[src/rtl/serializer_pkg.sv]
// Shared types for the bit-serial transmitter.
// Two-state FSM: IDLE waits for a held word, SHIFT drives bits.
package serializer_pkg;

  typedef enum logic [0:0] {
    IDLE  = 1'b0,
    SHIFT = 1'b1
  } state_t;

endpackage

[src/rtl/serializer.sv]
// Parallel-to-serial converter with a one-word holding register so that
// consecutive words stream out with no idle bit slots between them.
module serializer
  import serializer_pkg::*;
#(
  parameter int DATA_WIDTH = 8,
  parameter bit MSB_FIRST  = 1'b0
) (
  input  logic                  i_clk,
  input  logic                  i_rst,
  input  logic [DATA_WIDTH-1:0] i_data,
  input  logic                  i_valid,
  output logic                  o_ready,
  input  logic                  i_en,
  output logic                  o_data,
  output logic                  o_wen,
  output logic                  o_last,
  output logic                  o_busy,
  output state_t                o_dbg_state
);

  localparam int              CW      = $clog2(DATA_WIDTH);
  localparam logic [CW-1:0]   CNT_MAX = CW'(DATA_WIDTH - 1);

  state_t                  state_q, state_d;
  logic [CW-1:0]           cnt_q, cnt_d;
  logic [DATA_WIDTH-1:0]   shreg_q, shreg_d;
  logic [DATA_WIDTH-1:0]   hold_q, hold_d;
  logic                    hold_full_q, hold_full_d;

  logic accept;
  logic shift_en;
  logic last_bit;
  logic load;
  logic serial_bit;

  // Handshake: a word transfers on any rising edge where i_valid && o_ready;
  // o_ready depends only on the hold register and reset, never on i_valid/i_en.
  assign o_ready = !hold_full_q && !i_rst;
  assign accept  = i_valid && o_ready;

  assign serial_bit = MSB_FIRST ? shreg_q[DATA_WIDTH-1] : shreg_q[0];

  always_ff @(posedge i_clk or posedge i_rst) begin
    if (i_rst) begin
      state_q     <= IDLE;
      cnt_q       <= '0;
      shreg_q     <= '0;
      hold_q      <= '0;
      hold_full_q <= 1'b0;
    end else begin
      state_q     <= state_d;
      cnt_q       <= cnt_d;
      shreg_q     <= shreg_d;
      hold_q      <= hold_d;
      hold_full_q <= hold_full_d;
    end
  end

  always_comb begin
    state_d     = state_q;
    cnt_d       = cnt_q;
    shreg_d     = shreg_q;
    hold_d      = hold_q;
    hold_full_d = hold_full_q;
    o_wen       = 1'b0;
    o_last      = 1'b0;
    o_data      = 1'b0;

    shift_en = (state_q == SHIFT) && i_en;
    last_bit = shift_en && (cnt_q == CNT_MAX);
    load     = hold_full_q && ((state_q == IDLE) || last_bit);

    if (state_q == SHIFT) begin
      o_wen  = i_en;
      o_last = last_bit;
      o_data = serial_bit;
    end

    if (shift_en) begin
      cnt_d   = last_bit ? '0 : cnt_q + 1'b1;
      shreg_d = MSB_FIRST ? (shreg_q << 1) : (shreg_q >> 1);
    end

    // Loading on the last bit slot is what removes the gap between words.
    if (load) begin
      shreg_d     = hold_q;
      cnt_d       = '0;
      state_d     = SHIFT;
      hold_full_d = 1'b0;
    end else if (last_bit) begin
      state_d = IDLE;
    end

    if (accept) begin
      hold_d      = i_data;
      hold_full_d = 1'b1;
    end
  end

  assign o_busy      = (state_q == SHIFT) || hold_full_q;
  assign o_dbg_state = state_q;

  a_cnt_bound: assert property (@(posedge i_clk) disable iff (i_rst) cnt_q <= CNT_MAX);
  a_last_wen:  assert property (@(posedge i_clk) disable iff (i_rst) o_last |-> o_wen);

endmodule
[config.mk]
export PLATFORM = sky130hd
export DESIGN_NAME = serializer
export DESIGN_NICKNAME = d
export VERILOG_FILES = /design/src/rtl/serializer_pkg.sv /design/src/rtl/serializer.sv
export SDC_FILE = /design/constraint.sdc
export NUM_CORES = 1
export LEC_CHECK = 0
export ABC_AREA = 0
export BUFFER_PORTS_ARGS = -buffer_cell sky130_fd_sc_hd__clkbuf_2
export CORE_ASPECT_RATIO = 1.2
export CORE_MARGIN = 2
export CORE_UTILIZATION = 53
export CTS_CLUSTER_DIAMETER = 50
export DETAILED_ROUTE_END_ITERATION = 8
export HOLD_SLACK_MARGIN = 0.05
export PLACE_DENSITY = 0.75
export SYNTH_ARGS = -nofsm -noshare
export SYNTH_HDL_FRONTEND = slang
export SYNTH_SLANG_ARGS = --single-unit
[constraint.sdc]
create_clock -name i_clk -period 1.85 [get_ports i_clk]
set_clock_uncertainty 0.1 [all_clocks]
set_input_delay 0.4625 -clock i_clk [delete_from_list [all_inputs] [get_ports i_clk]]
set_output_delay 0.4625 -clock i_clk [all_outputs]
set_load 0.02 [all_outputs]
==> results by stage <==
Setup path:
- The critical path is of the register to output port type.
- At the worst endpoint, the arrival time is 1.37 ns.
- The data required time at the worst endpoint is 1.29 ns.
- The worst setup path is launched from a register.
- The sort of element at the end of the critical path is an output port.
- Setup slack on the worst reg-to-reg path comes out at 0.13 ns.
- The largest fanout on the critical path is 2.

Floorplan:
- The top-level I/O count is 18.
- In this run the core area contains 17 standard-cell rows.
- The floorplan die height is 51.6 um.
- The floorplan step set the die width to 43.6 um.
- The region available for standard cell placement spans 1810 sq um.
- The initial utilization of the core area, before any placement, comes to 0.553.
- The die covers 2250 sq um.

GRT:
- The first-pass GRT wire length is slightly below 3000 um.
- For this run, the total global-route usage over all layers was measured as 0.176.
- The remaining global-route overflow is 0.
- The maximum number of pins on one net before global-route repair is 22.
- The via count of the first global-routing pass is 674.
- The number of antenna violations at the first check in global routing is 0.

Detailed routing:
- The detailed router finished its first iteration with 8 violations.
- Summing over every cut layer, the via total after detailed routing is 692.
- The routed wire length is between 1500 and 2000 um.
- The average via count per standard cell is 5.49.
- In this run the remaining antenna-violating nets after routing total 0.
- The detailed-routing iteration count for the pre-antenna-repair pass is 4.
- Dividing the detail-routed wire length by the instance count gives 13.5 um.
- The total DRC errors in the routed layout is 0.

Synth:
- When the netlist entered floorplanning its net count stood at 96.
- Synthesis handed over a netlist of between 80 and 90 instances.
- The number of flops mapped to enable cells by yosys is 0.
- The area of the mapped netlist is 1000 sq um.
- The number of unique standard cell types used by synthesis is 23.
- The count of state elements after synthesis is 21.
- The fraction of registers with async set or reset after synthesis is 1.00.
- The average instance in the mapped netlist occupies 12.2 sq um.
- The count of yosys warnings during synthesis is 0.
- The share of synthesized area occupied by flip-flops and latches is 0.526.
- The most used flip-flop cell after synthesis is dfrtp_1.

Timing:
- The ratio of final minimum period to clock period is 1.04.
- Setup repair after global routing could not meet its margin everywhere.
- The slew at the pin closest to its max-slew limit is 0.256 ns.
- The routed design could run at a clock period as short as 1.93 ns.
- Derived from the worst setup path, the maximum achievable clock frequency is 519 MHz.
- The number of max-slew violations in the final report is 0.
- Setup violations remaining at the end of the flow were counted as 1.
- The hold violation total from the final report is 0.
- Across all setup checks in the final design, the least slack found is -0.0780 ns.
- The max-slew headroom at the worst pin is 0.829.
- The final hold slack is 0.0587 ns.
- Summed over all failing endpoints, the final setup total negative slack is -0.0780 ns.

Layout:
- The finished cells cover approximately 1200 sq um.
- The repair_antennas step left the layout with diodes totalling 0.
- The growth of design area from synthesis to finish is 20.8%.
- The final layout contains 122 nets.
- In the final layout, the share of cells above drive strength 1 is 0.458.
- The finished layout holds 126 standard cells, fillers aside.
- The number of filler cells placed in the layout is 136.

CTS:
- The root cell of the clock tree is clkbuf_4.
- The worst-skew pair later-pin latency is about 0.3 ns.
- The clock net sink count is 21.
- TritonCTS created 3 clock buffers.
- The clock transition at the registers of the reported paths is between 0.1 and 0.15 ns.
- The TritonCTS clock tree is done.
- CTS built an H-tree with a depth of 1.
- In this run the deepest clock path goes through 2 buffers.

Placement:
- The HPWL reported at the end of detailed placement is 1230 um.
- At the end of routability-driven placement, the weighted congestion stood at around 0.73.
- Once placement finished, the instance area stood at 1120 sq um.
- Including well taps, the total number of placed cells is 119.
- The count of buffers added on input and output ports is 17.

Power and ir drop:
- Power spread over the standard cell area amounts to 1280 nW/um^2.
- The static leakage is 0.608 nW.
- Across the VDD grid, the largest voltage drop is 0.657 mV.

Run:
- Max-cap violations in this run came to 0.

Run status:
- The run finished, with violations left.
- The checks that failed: negative setup slack.

Hold path:
- In this run the worst hold path is classified as input port to asynchronous set/reset pin.
-- cell type report --
type	instances	area [sq um]	share of cell area
Sequential cell	21	527	0.436
Clock buffer	3	22.5	0.0187
Multi-Input combinational cell	52	452	0.374
Inverter	4	15.0	0.0124
Timing Repair Buffer	26	163	0.135
Clock inverter	1	5.00	0.00415
Tap cell	19	23.8	0.0197
-- final timing paths --
kind / from / cells after the start / end
max: cnt_q[1]$_DFFE_PP0P_ / 4 / o_last
min: i_rst / 3 / hold_q[4]$_DFFE_PP0P_
max reg2reg: cnt_q[1]$_DFFE_PP0P_ / 6 / cnt_q[0]$_DFFE_PP0P_
min reg2reg: hold_q[6]$_DFFE_PP0P_ / 1 / hold_q[6]$_DFFE_PP0P_
max in group asynchronous: i_rst / 3 / o_dbg_state$_DFFE_PP0P_
min in group i_clk: i_data[0] / 2 / hold_q[0]$_DFFE_PP0P_
-- placed cells by master (no fill, tap or decap) --
cell type / instances
clkbuf_4: 3
o21ai_0: 1
clkinv_2: 1
a21oi_2: 1
clkbuf_2: 16
or3_1: 1
buf_4: 9
inv_1: 4
a21bo_1: 1
ha_4: 2
nor2_1: 1
and2_1: 2
or2_2: 1
o32ai_1: 1
dfrtp_2: 1
and2_4: 1
o21ai_1: 4
nand3_1: 9
mux2_4: 8
o21bai_1: 1
buf_8: 1
mux2i_1: 7
and3_4: 1
nand2_1: 6
o21ai_2: 4
dfrtp_1: 20
-- per-layer routing --
layer / track usage / vias to the layer above / wire [um] / share of wire
li1: - / 336 / - / -
met1: 0.219 / 337 / 761 / 0.45
met2: 0.297 / 17 / 883 / 0.52
met3: 0.0208 / 2 / 53 / 0.031
met4: 0.0909 / 0 / 8 / 0.0047
met5: 0 / - / 0 / 0
-- power by group --
group,switching [mW],internal (mW)
Sequential,0.126,0.641
Combinational,0.227,0.334
Clock,0.137,0.0806
-- cell usage after synthesis (2+ instances only) --
cell type,instances,area share
mux2_4,8,0.12
nand2_1,6,0.023
o21ai_1,4,0.020
dfrtp_1,21,0.53
clkbuf_1,2,0.0075
and2_1,2,0.013
ha_1,2,0.025
inv_1,4,0.015
mux2i_1,7,0.070
o21ai_2,4,0.035
buf_6,2,0.023
nand3_1,9,0.045
-- critical path, stage by stage (launching register included) --
cell	delay (ns)
dfrtp_1	0.43
ha_4	0.18
ha_4	0.15
and3_4	0.17
buf_8	0.12
-- cells by family (layout without fill, tap and decap cells) --
family,after synthesis,count (layout),share of synthesized area
adders and majority gates,2,2,0.0250
DFF,21,21,0.526
buffers and inverters,9,34,0.0526
AOI/OAI and AO/OA,13,13,0.0951
and+or+nand+nor,22,22,0.111
muxes,15,15,0.190
-- stage by stage --
stage / worst slack, ns / power [mW] / util
2_1_floorplan: 0.220 / 1.13 / -
3_3_place_gp: 0.200 / 1.23 / 0.617
3_5_place_dp: 0.172 / 1.26 / 0.617
4_1_cts: -0.0959 / 1.52 / 0.657
5_1_grt: -0.117 / 1.65 / 0.668
6_report: -0.0780 / 1.55 / 0.668
-- flip-flops by register name, indices dropped and copies added, names as in the netlist --
name and flops:
hold_full_q 1, cnt_q 3, shreg_q 8, o_dbg_state 1, hold_q 8
-- timing repair --
item | 4_1_cts | 5_1_grt
pin swaps | 1 | 2
endpoints found under the hold margin | 0 | 0
resized for setup | 6 | 3
buffers inserted | 2 | 1
hold buffers | 0 | 0
setup endpoints to repair | 1 | 3
Note: power is estimated with default switching activity, not from simulation.
